$ cat src/rtl/pulpemu_clk_ctrl_pkg.sv
// Shared types and constants for the cluster clock-gating controller.
// Holds the FSM state encoding and the drain/wake counter width.
package pulpemu_clk_ctrl_pkg;

  localparam int CNT_W = 8;

  typedef enum logic [1:0] {
    ST_RUN   = 2'd0,
    ST_DRAIN = 2'd1,
    ST_GATED = 2'd2,
    ST_WAKE  = 2'd3
  } clk_state_e;

  // The cluster clock is off only in GATED; every other state keeps it running.
  function automatic logic enable_for(input clk_state_e st);
    return (st != ST_GATED);
  endfunction

endpackage

$ cat src/rtl/pulpemu_sync_2ff.sv
// Two-flop synchronizer for a single asynchronous level signal.
// Adds two cycles of latency; the reset clears both stages.
module pulpemu_sync_2ff (
  input  logic clk,
  input  logic rst,
  input  logic sync_in,
  output logic sync_out
);

  logic meta_r;
  logic sync_r;

  // Two back-to-back flops; the first stage may go metastable, the second resolves it.
  always_ff @(posedge clk or posedge rst) begin
    if (rst) begin
      meta_r <= 1'b0;
      sync_r <= 1'b0;
    end else begin
      meta_r <= sync_in;
      sync_r <= meta_r;
    end
  end

  assign sync_out = sync_r;

endmodule

$ cat src/rtl/pulpemu_cluster_clk_ctrl.sv
// Cluster clock-gating controller: drains the cluster after a gate request,
// holds the clock off, and restores it on a wake event or request withdrawal.
module pulpemu_cluster_clk_ctrl #(
  parameter int DRAIN_CYCLES = 8,
  parameter int WAKE_CYCLES  = 4
) (
  input  logic       pulp_cluster_clk,
  input  logic       pulp_soc_rst,
  input  logic       gate_req_i,
  input  logic       cluster_busy_i,
  input  logic       wake_evt_async_i,
  output logic       pulp_cluster_clk_enable,
  output logic       gated_o,
  output logic [1:0] state_o
);

  import pulpemu_clk_ctrl_pkg::*;

  if ((DRAIN_CYCLES < 1) || (DRAIN_CYCLES > 256)) begin : g_bad_drain
    $error("pulpemu_cluster_clk_ctrl: DRAIN_CYCLES must be in 1..256");
  end
  if ((WAKE_CYCLES < 1) || (WAKE_CYCLES > 256)) begin : g_bad_wake
    $error("pulpemu_cluster_clk_ctrl: WAKE_CYCLES must be in 1..256");
  end

  // The counter counts down to zero, so the loaded value is one less than the cycle count.
  localparam logic [CNT_W-1:0] DRAIN_LOAD = CNT_W'(DRAIN_CYCLES - 1);
  localparam logic [CNT_W-1:0] WAKE_LOAD  = CNT_W'(WAKE_CYCLES - 1);

  clk_state_e       state_r;
  logic [CNT_W-1:0] cnt_r;
  logic             enable_r;
  logic             gated_r;
  logic             wake_s;
  logic             drain_abort_s;
  logic             gate_ok_s;

  pulpemu_sync_2ff u_wake_sync (
    .clk      (pulp_cluster_clk),
    .rst      (pulp_soc_rst),
    .sync_in  (wake_evt_async_i),
    .sync_out (wake_s)
  );

  // A pending wake always beats a gate request, both when entering and while draining.
  assign gate_ok_s     = gate_req_i & ~cluster_busy_i & ~wake_s;
  assign drain_abort_s = ~gate_ok_s;

  // State, counter and outputs update together so the outputs never lag the state.
  always_ff @(posedge pulp_cluster_clk or posedge pulp_soc_rst) begin
    if (pulp_soc_rst) begin
      state_r  <= ST_RUN;
      cnt_r    <= {CNT_W{1'b0}};
      enable_r <= 1'b1;
      gated_r  <= 1'b0;
    end else begin
      case (state_r)
        ST_RUN: begin
          if (gate_ok_s) begin
            state_r  <= ST_DRAIN;
            cnt_r    <= DRAIN_LOAD;
            enable_r <= enable_for(ST_DRAIN);
            gated_r  <= 1'b0;
          end else begin
            state_r  <= ST_RUN;
            cnt_r    <= cnt_r;
            enable_r <= enable_for(ST_RUN);
            gated_r  <= 1'b0;
          end
        end
        ST_DRAIN: begin
          if (drain_abort_s) begin
            state_r  <= ST_RUN;
            cnt_r    <= {CNT_W{1'b0}};
            enable_r <= enable_for(ST_RUN);
            gated_r  <= 1'b0;
          end else if (cnt_r == {CNT_W{1'b0}}) begin
            state_r  <= ST_GATED;
            cnt_r    <= {CNT_W{1'b0}};
            enable_r <= enable_for(ST_GATED);
            gated_r  <= 1'b1;
          end else begin
            state_r  <= ST_DRAIN;
            cnt_r    <= cnt_r - {{(CNT_W-1){1'b0}}, 1'b1};
            enable_r <= enable_for(ST_DRAIN);
            gated_r  <= 1'b0;
          end
        end
        ST_GATED: begin
          if (wake_s || !gate_req_i) begin
            state_r  <= ST_WAKE;
            cnt_r    <= WAKE_LOAD;
            enable_r <= enable_for(ST_WAKE);
            gated_r  <= 1'b0;
          end else begin
            state_r  <= ST_GATED;
            cnt_r    <= cnt_r;
            enable_r <= enable_for(ST_GATED);
            gated_r  <= 1'b1;
          end
        end
        ST_WAKE: begin
          // Requests and busy are deliberately ignored until the wake window completes.
          if (cnt_r == {CNT_W{1'b0}}) begin
            state_r  <= ST_RUN;
            cnt_r    <= {CNT_W{1'b0}};
            enable_r <= enable_for(ST_RUN);
            gated_r  <= 1'b0;
          end else begin
            state_r  <= ST_WAKE;
            cnt_r    <= cnt_r - {{(CNT_W-1){1'b0}}, 1'b1};
            enable_r <= enable_for(ST_WAKE);
            gated_r  <= 1'b0;
          end
        end
        default: begin
          state_r  <= ST_RUN;
          cnt_r    <= {CNT_W{1'b0}};
          enable_r <= 1'b1;
          gated_r  <= 1'b0;
        end
      endcase
    end
  end

  assign pulp_cluster_clk_enable = enable_r;
  assign gated_o                 = gated_r;
  assign state_o                 = state_r;

endmodule
$ cat config.mk
export PLATFORM = sky130hd
export DESIGN_NAME = pulpemu_cluster_clk_ctrl
export DESIGN_NICKNAME = d
export VERILOG_FILES = /design/src/rtl/pulpemu_clk_ctrl_pkg.sv /design/src/rtl/pulpemu_sync_2ff.sv /design/src/rtl/pulpemu_cluster_clk_ctrl.sv
export SDC_FILE = /design/constraint.sdc
export NUM_CORES = 1
export LEC_CHECK = 0
export ABC_AREA = 0
export ABC_CLOCK_PERIOD_IN_PS = 3600
export BUFFER_PORTS_ARGS = -buffer_cell sky130_fd_sc_hd__clkbuf_2
export CAP_MARGIN = 20
export CORE_MARGIN = 4
export CORE_UTILIZATION = 50
export CTS_CLUSTER_DIAMETER = 120
export DETAILED_ROUTE_END_ITERATION = 10
export MAX_ROUTING_LAYER = met4
export PLACE_DENSITY = 0.73
export SYNTH_ARGS = -nofsm -noshare
export SYNTH_HDL_FRONTEND = slang
export SYNTH_SLANG_ARGS = --single-unit
$ cat constraint.sdc
create_clock -name pulp_cluster_clk -period 3.6 [get_ports pulp_cluster_clk]
set_input_delay 0 -clock pulp_cluster_clk [delete_from_list [all_inputs] [get_ports pulp_cluster_clk]]
set_output_delay 0 -clock pulp_cluster_clk [all_outputs]
set_load 0.01 [all_outputs]
; Word-level counts from Yosys, hierarchy flattened
; Index checks and enable logic that the tools add are counted.
[totals]
output_inout_bits = 4
wordCells = 41
inputBits = 5
regBits = 14
[classes]
bitwise_logic = 4
eq_ne = 5
mux = 19
addsub = 1
reduce_logical = 6
[op_table]
columns = cell, count
row1 = $mux 8, 4
row2 = $pmux 8 s4, 1
row3 = $logic_not 8->1, 1
row4 = $mux 1, 8
row5 = $pmux 2 s4, 1
row6 = $sub 8x1->8 const B, 1
row7 = $mux 2, 3
row8 = $pmux 1 s3, 2
row9 = $eq 2x2->1 const B, 2
row10 = $ne 2x2->1 const B, 2
row11 = $and 1x1->1, 2
row12 = $eq 2x1->1 const B, 1
row13 = $logic_not 2->1, 1
row14 = $not 1->1, 2
row15 = $reduce_and 2->1, 1
row16 = $reduce_or 2->1, 1
row17 = $logic_not 1->1, 1
row18 = $logic_or 1x1->1, 1

; Longest topological paths before layout
; Gate-level depths: netlist of the first run.
[depth]
word_depth = 5
mapped_depth = 6
mapped_depth_nobuf = 6

; Modules after synthesis
; A second synthesis of the first run with hierarchy kept.
[hier_totals]
cells_unflattened = 76
hier_area_um2 = 793.3
[modules_own_cells]
columns = mod, cells_each, instances, area_per_inst_um2, seq_area_each_um2
row1 = pulpemu_cluster_clk_ctrl, 73, 1, 739.5, 301.5
row2 = pulpemu_sync_2ff, 3, 1, 53.8, 50.0

; Worst setup path before layout of the first run
; No wires, ideal clock.
[synth_path]
kind = reg2reg
startpoint = reg state_r[0] (netlist: state_o[0])
endpoint = reg cnt_r[7]
stages_incl_launch_ff = 7
synth_period_minus_slack_ns = 1.858
t_required_ns = 3.527
arrival_ns = 1.784
slack_ns = 1.742
n_path_buf = 0
path_cell_list = dfrtp_1 inv_1 ha_1 and3b_1 a21o_1 or4_4 a21oi_2
[synth_via]
elab_chain_cells = 3
elab_cells_between_ends = 8
[synth_rtl]
columns = item, line_no
row1 = start: declaration, pulpemu_cluster_clk_ctrl.sv:30  ; clk_state_e state_r;
row2 = start signal: assignment, pulpemu_cluster_clk_ctrl.sv:52  ; state_r <= ST_RUN;
row3 = start signal: assignment, pulpemu_cluster_clk_ctrl.sv:60  ; state_r <= ST_DRAIN;
row4 = start signal: assignment, pulpemu_cluster_clk_ctrl.sv:65  ; state_r <= ST_RUN;
row5 = $eq 2x2->1 / $logic_not 2->1 (equally long branches), pulpemu_cluster_clk_ctrl.sv:57  ; case (state_r)
row6 = $ne 2x2->1 (no line), n/a
row7 = $reduce_and 2->1 (no line), n/a
row8 = end signal: assignment, pulpemu_cluster_clk_ctrl.sv:53  ; cnt_r <= {CNT_W{1'b0}};
row9 = end signal: assignment, pulpemu_cluster_clk_ctrl.sv:66  ; cnt_r <= cnt_r;
row10 = end signal: assignment, pulpemu_cluster_clk_ctrl.sv:74  ; cnt_r <= {CNT_W{1'b0}};
row11 = end: declaration, pulpemu_cluster_clk_ctrl.sv:31  ; logic [CNT_W-1:0] cnt_r;
; Parallel ways exist; a longest one is shown, timed or not.
; A chain may end at the register's enable or synchronous reset.

; Worst setup path after layout of the first run
[layout_path]
startpoint = reg cnt_r[0]
endpoint = reg cnt_r[4]
[layout_via]
elab_chain_cells = 4
elab_cells_between_ends = 5
[layout_rtl]
columns = item, line_no
row1 = $sub 8x1->8 / $logic_not 8->1 (equally long branches), n/a
row2 = $mux 8 *, "pulpemu_cluster_clk_ctrl.sv:77, pulpemu_cluster_clk_ctrl.sv:104"
row3 = $mux 8, pulpemu_cluster_clk_ctrl.sv:72  ; if (drain_abort_s) begin
row4 = $pmux 8 s4 *, pulpemu_cluster_clk_ctrl.sv:57
; Mark *: on every way between the ends. The rest lies on a longest branch, timed or not.

==> impl_metrics.toml, run 1 <==
[routing]
ant_nets = 0
drc_errors = 0
vias = 596
dr.pass1.iters = 4
avgViaCountPerCell = 5.731
routed_wl_um = 1400
wl_per_cell_um = 13.46
drtIter0Drc = 13

[cts]
cts.htree.levels = 1
clkSlewWorstSetupHoldPaths_ns = 0.09
cts.path.max_buffers = 2
cts.sinks = 14
root_buffer = "clkbuf_4"
clock_latency_ns = 0.28
cts_tree = "done"
cts_inserted_buffers = 3
post_cts_buffers = 0
holdBufCountCts = 2
cts_resized = 0

[worst_setup_path]
cp-start-kind = "flip-flop"
crit_family = "compound AO/OA/AOI/OAI gates"
worstPathRequired_ns = 3.76
ff2ff_path_depth = 6
r2r_setup_slack_ns = 1.58
path_buf_inv = 1
worst-setup-path-type = "flip-flop to flip-flop"
arrival_ns = 2.18
r2r-start = "cnt_r[0]"
cp_slowest_cell = "or3b_2"
crit_fanout = 6
r2r_end = "cnt_r[4]"
cpPeakStageDelay_ns = 0.47
cp-end-kind = "flip-flop"
path_cells = "inv_1 > ha_1 > or3b_2 > o22ai_1 > o21a_1 > nor2_1"

[sta]
fin_skew_ns = 0.01250
min_period_ns = 2.024
grt_setup_unrepaired = "no"
post-route-period-util_pct = 56.23
maxSlewViolCount = 0
slew_headroom_pct = 63.97
finalHoldViolCount = 0
setup-tns-final_ns = 0
final-setup-viol-count = 0
tightest_slew_ns = 0.5268
fmaxAchievable_ghz = 0.4940

[place]
placed_cells = 98
port_buffers = 8
placedInstanceArea_um2 = 844.6
hpwl_um = 1053
place.gp.congestion = 0.8297

[run_status]
status = "finished clean"

[logic_synthesis]
avgSynthCellArea_um2 = 10.53
syn-num-nets = 87
yosysWarnings = 0
synth_seq_area_share_pct = 44.53
syn-cell-area_um2 = 789.5
synthCells = 75
synth.distinct_cells = 33
ys_ff_latch = 14

[finish]
drive_gt1_share_pct = 18.18
layout_common_cells = "dfrtp_1 (13), clkbuf_2 (8), nor2_1 (7), ha_1 (7), inv_1 (6)"
instances_no_fill = 104
layout.nets = 101
syn_to_final_growth_pct = 12.84
final_common_cell = "dfrtp_1"
diodes = 0
fin_area_um2 = 890.9

[worst_hold_path]
hold_path_end = "gated_o"
holdCritStartpoint = "cluster_busy_i"
hold_class = "primary input to flip-flop"
holdPathStages = 4

[power_and_ir_drop]
peakVddDrop_mv = 0.3058
p_leak_nw = 0.4232
p_per_area_mw_per_mm2 = 565.9

[floorplanning]
row_count = 14
start_util_pct = 52.41
die_area_mm2 = 0.002279
die_height_um = 47.74
pin_count = 9
design.core.area_mm2 = 0.001506
fp.dieW_um = 47.74

[job]
cap_violations = 0

[global_routing]
grt_pass1_vias = 565
grt_max_degree = 15
antenna_found_initial = 0
grt_first_pass_wirelength_um = 2380
grt_use_total_pct = 15.42
gr-total-overflow = 0
==> worst reg2reg max path, cell delays in order (launching register included) <==
cell and delay (ns):
dfrtp_1 0.40, inv_1 0.10, ha_1 0.15, or3b_2 0.47
o22ai_1 0.40, o21a_1 0.29, nor2_1 0.08
==> where the power goes <==
part / switching (mW) / leakage, nW / internal (mW)
Sequential: 0.0256 / 0.176 / 0.194
Clock: 0.0506 / 0.0150 / 0.0429
Combinational: 0.106 / 0.232 / 0.0847
==> worst max path at each step <==
| stage | start | end | slack (ns) | depth (start not counted) |
|---|---|---|---|---|
| finish | cnt_r[0] | cnt_r[4] | 1.58 | 6 |
| global route | cnt_r[0] | cnt_r[3] | 1.46 | 6 |
| CTS | cnt_r[0] | cnt_r[4] | 1.59 | 6 |
| detailed placement | cnt_r[0] | cnt_r[2] | 1.61 | 6 |
| global placement | cnt_r[0] | cnt_r[2] | 1.66 | 6 |
| floorplan | state_o[0] | cnt_r[7] | 1.74 | 6 |
==> stage by stage <==
stage / setup WS (ns) / power [mW] / utilization, % / hold slack, ns
5_1_grt: 1.463 / 0.5448 / 59.14 / 0.08033
2_1_floorplan: 1.743 / 0.3627 / - / -0.1115
6_report: 1.576 / 0.5042 / 59.14 / 0.07581
3_3_place_gp: 1.657 / 0.4083 / 56.06 / 0.03581
4_1_cts: 1.594 / 0.5072 / 59.14 / 0.07458
3_5_place_dp: 1.615 / 0.4110 / 56.06 / 0.04457
==> metal layers <==
layer	share of wire, %	track usage [%]
met2	47	22.96
met5	0	-
met3	3.6	3.383
met4	1.9	8.065
met1	48	19.35
==> logic make-up (layout without fill, tap and decap cells) <==
family,count (synthesis),in the layout,share of synthesized area [%]
compound gates,22,22,19.97
simple gates,21,21,16.48
flops,14,14,44.53
fa+ha+maj,7,7,11.09
buf+inv,7,20,3.486
xor+xnor,4,4,4.437
==> Yosys cell counts (all sizes together) <==
master | count | area share, %
dfrtp | 13 | 41
ha | 7 | 11
nor2 | 7 | 3.3
inv | 6 | 2.9
a21oi | 5 | 3.6
xnor2 | 4 | 4.4
a2111oi | 3 | 3.5
or3 | 3 | 2.4
a2bb2oi | 2 | 2.2
nand2b | 2 | 1.6
o21ai | 2 | 1.3
o31ai | 2 | 1.9
or3b | 2 | 2.2
or4 | 2 | 2.4
a211oi | 1 | 0.95
a21o | 1 | 0.95
a22o | 1 | 1.1
a22oi | 1 | 0.95
a31oi | 1 | 0.79
and3b | 1 | 1.1
buf | 1 | 0.63
dfstp | 1 | 3.3
nand2 | 1 | 0.47
nor4bb | 1 | 1.3
o21a | 1 | 0.95
o21bai | 1 | 0.95
o22ai | 1 | 0.79
or2 | 1 | 0.79
or2b | 1 | 0.95
==> cell type report <==
class                   instances  area [um2]
multi-input cells              54       410.4
flip-flops and latches         14       351.6
clock buffers                   4       26.28
repair buffers                 10       60.06
fillers                       128       615.6
inverters                       6       22.52
well taps                      16       20.02
==> registers in the layout, summed over array words and instances, names as in the netlist <==
register	count
cnt_r	8
state_o	2
gated_o	1
pulp_cluster_clk_enable	1
u_wake_sync.meta_r	1
u_wake_sync.sync_out	1
Note: power is estimated with default switching activity, not from simulation.
==> run 2: changes to the inputs <==
Settings changed: ABC_AREA 0 to 1, ABC_CLOCK_PERIOD_IN_PS 3600 to 1950, PLACE_DENSITY 0.73 to 0.72.
Clock period 3.6 ns to 1.95 ns, I/O delays scaled along.
==> impl_metrics.toml, run 2 <==
[floorplanning]
start_util_pct = 52.61
pin_count = 9
die_area_mm2 = 0.002563
die_height_um = 50.63
fp.dieW_um = 50.63
row_count = 15
design.core.area_mm2 = 0.001727

[cts]
cts_tree = "done"
post_cts_buffers = 0
root_buffer = "clkbuf_4"
clock_latency_ns = 0.27
cts.htree.levels = 1
cts.path.max_buffers = 2
cts_inserted_buffers = 3
holdBufCountCts = 2
clkSlewWorstSetupHoldPaths_ns = 0.08
cts_resized = 0
cts.sinks = 14

[logic_synthesis]
ys.flop_type = "dfrtp_1"
synth_edf_count = 0
syn-cell-area_um2 = 908.4
synth.most_common_cell = "nand2_1"
synth.distinct_cells = 22
synth_seq_area_share_pct = 38.71
synth_top_area_share_pct = 35.81
synth_area_leaders = "dfrtp_1 (36%), nand2_1 (10%), ha_1 (9.6%)"
synth_commonest_cells = "nand2_1 (25), inv_1 (21), nor2_1 (17)"
async_flop_share_pct = 100.0
ys_ff_latch = 14
synthCells = 121
yosysWarnings = 0
avgSynthCellArea_um2 = 7.507
syn-num-nets = 133
synth_area_leader_cell = "dfrtp_1"

[sta]
fin_skew_ns = 0.0005214
post-route-period-util_pct = 88.40
setup-tns-final_ns = 0
min_period_ns = 1.724
finalHoldViolCount = 0
tightest_slew_ns = 0.5331
maxSlewViolCount = 0
slew_headroom_pct = 64.42
fmaxAchievable_ghz = 0.5801
final-setup-viol-count = 0
fin_ws_ns = 0.2263
grt_setup_unrepaired = "no"

[worst_setup_path]
cp-end-kind = "flip-flop"
crit_fanout = 12
worstPathRequired_ns = 2.16
cp-start-kind = "flip-flop"
arrival_ns = 1.93
worst-setup-path-type = "flip-flop to flip-flop"

[global_routing]
grt_first_pass_wirelength_um = 3132
grt_max_degree = 15
grt_pass1_vias = 755
gr-total-overflow = 0
grt_use_total_pct = 16.73
antenna_found_initial = 0

[power_and_ir_drop]
p_per_area_mw_per_mm2 = 964.8
p_leak_nw = 0.5698
peakVddDrop_mv = 0.7079
p_total_mw = 0.9839

[finish]
largest_register_ffs = 8
layout.nets = 146
layout_common_cells = "nand2_1 (25), inv_1 (21), nor2_1 (17), dfrtp_1 (13), nand3_1 (10)"
diodes = 0
drive_gt1_share_pct = 18.05
final_common_cell = "nand2_1"
syn_to_final_growth_pct = 12.26
top_register = "cnt_r"

[run_status]
status = "finished clean"

[routing]
drtIter0Drc = 14
ant_nets = 0
wl_per_cell_um = 11.19
routed_wl_um = 1768
drc_errors = 0
avgViaCountPerCell = 4.943
dr.pass1.iters = 4
vias = 781

[place]
place.gp.congestion = 0.8477
hpwl_um = 1395
place_ws_ns = 0.2642
port_buffers = 8

[job]
cap_violations = 0

[worst_hold_path]
hold_class = "primary input to flip-flop"
[run 2: path summary, 6_finish.rpt]
check | start | endpoint | slack [ns] | depth (start not counted)
hold / removal | gate_req_i | pulp_cluster_clk_enable | 0.08 | 4
max in group asynchronous | pulp_soc_rst | pulp_cluster_clk_enable | 1.30 | 3
setup reg to reg | state_o[0] | cnt_r[5] | 0.23 | 8
hold reg to reg | u_wake_sync.meta_r | u_wake_sync.sync_out | 0.36 | 0
setup / recovery | state_o[0] | cnt_r[5] | 0.23 | 8
min in group asynchronous | pulp_soc_rst | cnt_r[1] | 0.29 | 3
[run 2: report_power, final]
part | internal [mW] | switching [mW]
Clock | 0.113 | 0.0877
Combinational | 0.137 | 0.247
Sequential | 0.348 | 0.0502
[run 2: cells by family after synthesis]
kind of cell	Yosys count	synth area share (%)
buf+inv	26	11.71
compound gates	5	3.167
fa+ha+maj	7	9.641
simple gates	68	35.81
flops	14	38.71
xor+xnor	1	0.9644
[run 2: final cells by class]
cell class	instances	area, um2
fillers	176	706.9
multi-input cells	81	450.4
flip-flops and latches	14	351.6
inverters	24	90.09
repair buffers	10	60.06
clock buffers	4	36.28
well taps	25	31.28
[run 2: layer usage]
metal	track usage, %	up-vias	share of wire (%)
met1	19.96	361	46
met3	4.154	4	3.3
met2	27.39	16	50
li1	-	400	-
met5	-	-	0
met4	5.830	0	0.96
[run 2: metrics by stage]
step	std cells	hold WS [ns]	cell area, um2	utilization (%)
3_3_place_gp	152	0.04190	963.4	55.80
3_5_place_dp	152	0.04639	963.4	55.80
2_1_floorplan	121	-0.1115	908.4	-
5_1_grt	158	0.1099	1020	59.06
6_report	158	0.07973	1020	59.06
4_1_cts	158	0.07018	1020	59.06
[run 2: critical path: stages, from the launching register on]
cell     delay [ns]
dfrtp_1        0.43
inv_1          0.14
ha_1           0.20
nand3_1        0.32
nand2_1        0.24
inv_1          0.11
nand2_2        0.08
inv_2          0.05
nor2_1         0.08
==> run 3: changes to the inputs <==
Settings changed: BUFFER_PORTS_ARGS -buffer_cell sky130_fd_sc_hd__clkbuf_2 to -buffer_cell sky130_fd_sc_hd__buf_2.
==> impl_metrics.toml, run 3 (synthesis results as in run 2) <==
[run_status]
status = "finished clean"

[power_and_ir_drop]
p_switching_mw = 0.3923
clockPowerShare_pct = 21.5
comb_power_share_pct = 38.5
peakVddDrop_mv = 0.5579
p_int_mw = 0.5992
p_per_area_mw_per_mm2 = 972.3
pwr-share-seq_pct = 40.0
p_leak_nw = 0.5702
p_sw_share_pct = 39.57

[worst_setup_path]
r2r-start = "state_o[0]"
cp-start-kind = "flip-flop"
crit_fanout = 12
r2r_setup_slack_ns = 0.26
ff2ff_path_depth = 8
r2r_end = "cnt_r[3]"
arrival_ns = 1.91
worstPathRequired_ns = 2.16
worst-setup-path-type = "flip-flop to flip-flop"
cp-end-kind = "flip-flop"

[sta]
tightest_slew_ns = 0.5348
post-route-period-util_pct = 86.76
setup-tns-final_ns = 0
fmaxAchievable_ghz = 0.5911
final-setup-viol-count = 0
min_period_ns = 1.692
fin_skew_ns = 0.006467
fin_ws_ns = 0.2582
grt_setup_unrepaired = "no"
finalHoldViolCount = 0
maxSlewViolCount = 0
slew_headroom_pct = 64.31

[finish]
layout_common_cells = "nand2_1 (25), inv_1 (21), nor2_1 (17), dfrtp_1 (13), nand3_1 (10)"
diodes = 0
largest_register_ffs = 8
layout.nets = 146
fin_area_mm2 = 0.001020
final.fill_count = 171
seq_area_um2 = 351.6
instances_no_fill = 158
drive_gt1_share_pct = 18.05
syn_to_final_growth_pct = 12.26
multi_input_area_um2 = 450.4
final_common_cell = "nand2_1"
top_register = "cnt_r"

[cts]
post_cts_buffers = 0
cts_tree = "done"
clock_latency_ns = 0.28
cts.sinks = 14
cts_resized = 0
holdBufCountCts = 2
clkSlewWorstSetupHoldPaths_ns = 0.09
cts.htree.levels = 1
cts.path.max_buffers = 2
cts_inserted_buffers = 3
root_buffer = "clkbuf_4"

[place]
place.gp.congestion = 0.8192
hpwl_um = 1403
place_ws_ns = 0.2800
placedInstanceArea_um2 = 963.4
placed_cells = 152
port_buffers = 8

[floorplanning]
start_util_pct = 52.61
row_count = 15
die_height_um = 50.63
fp.dieW_um = 50.63
design.core.area_mm2 = 0.001727
pin_count = 9
die_area_mm2 = 0.002563

[routing]
avgViaCountPerCell = 4.880
wl_per_cell_um = 10.99
dr.pass1.iters = 4
drtIter0Drc = 10
vias = 771
drc_errors = 0
ant_nets = 0
routed_wl_um = 1737

[global_routing]
grt_pass1_vias = 754
antenna_found_initial = 0
grt_max_degree = 15
grt_first_pass_wirelength_um = 3125
gr-total-overflow = 0
grt_use_total_pct = 16.70

[worst_hold_path]
holdCritStartpoint = "gate_req_i"
hold_path_end = "pulp_cluster_clk_enable"
holdPathStages = 4
hold_class = "primary input to flip-flop"

[job]
cap_violations = 0
run 3: power by group through the flow:
stage / Combinational, mW / Sequential [mW] / Clock, mW
6_report: 0.382 / 0.396 / 0.214
2_1_floorplan: 0.305 / 0.401 / 0
4_1_cts: 0.381 / 0.395 / 0.216
3_3_place_gp: 0.367 / 0.397 / 0
5_1_grt: 0.441 / 0.401 / 0.235
3_5_place_dp: 0.378 / 0.401 / 0
run 3: through the flow:
stage | hold slack [ns] | power, mW | utilization, %
after floorplan | -0.1115 | 0.7052 | -
after global placement | 0.05872 | 0.7647 | 55.80
after detailed placement | 0.07216 | 0.7786 | 55.80
after CTS | 0.06196 | 0.9927 | 59.06
after global routing | 0.1058 | 1.077 | 59.06
final | 0.06446 | 0.9915 | 59.06
run 3: worst max-delay path by stage:
stage,startpoint,slack [ns],to
finish,state_o[0],0.26,cnt_r[3]
CTS,state_o[0],0.25,cnt_r[3]
detailed placement,state_o[0],0.28,cnt_r[3]
global placement,state_o[0],0.37,cnt_r[3]
global route,state_o[0],0.07,cnt_r[3]
floorplan,state_o[0],0.61,cnt_r[4]
run 3: critical path: stages, from the launching register on:
cell,delay [ns]
dfrtp_1,0.42
inv_1,0.13
ha_1,0.20
nand3_1,0.32
nand2_1,0.23
inv_1,0.11
nand2_2,0.08
inv_2,0.05
nor2_1,0.08
run 3: per-layer routing:
layer	share of wire, %	GRT usage, %
met1	48	20.26
met2	48	26.96
met3	2.0	3.561
met4	1.2	6.726
met5	0	-
run 3: area by class of cell:
cell class,count,area share (%)
sequential,14,34.48
multi-input combinational,81,44.17
inverter,24,8.834
tap,25,3.067
timing repair buffer,10,5.890
clock buffer,4,3.558
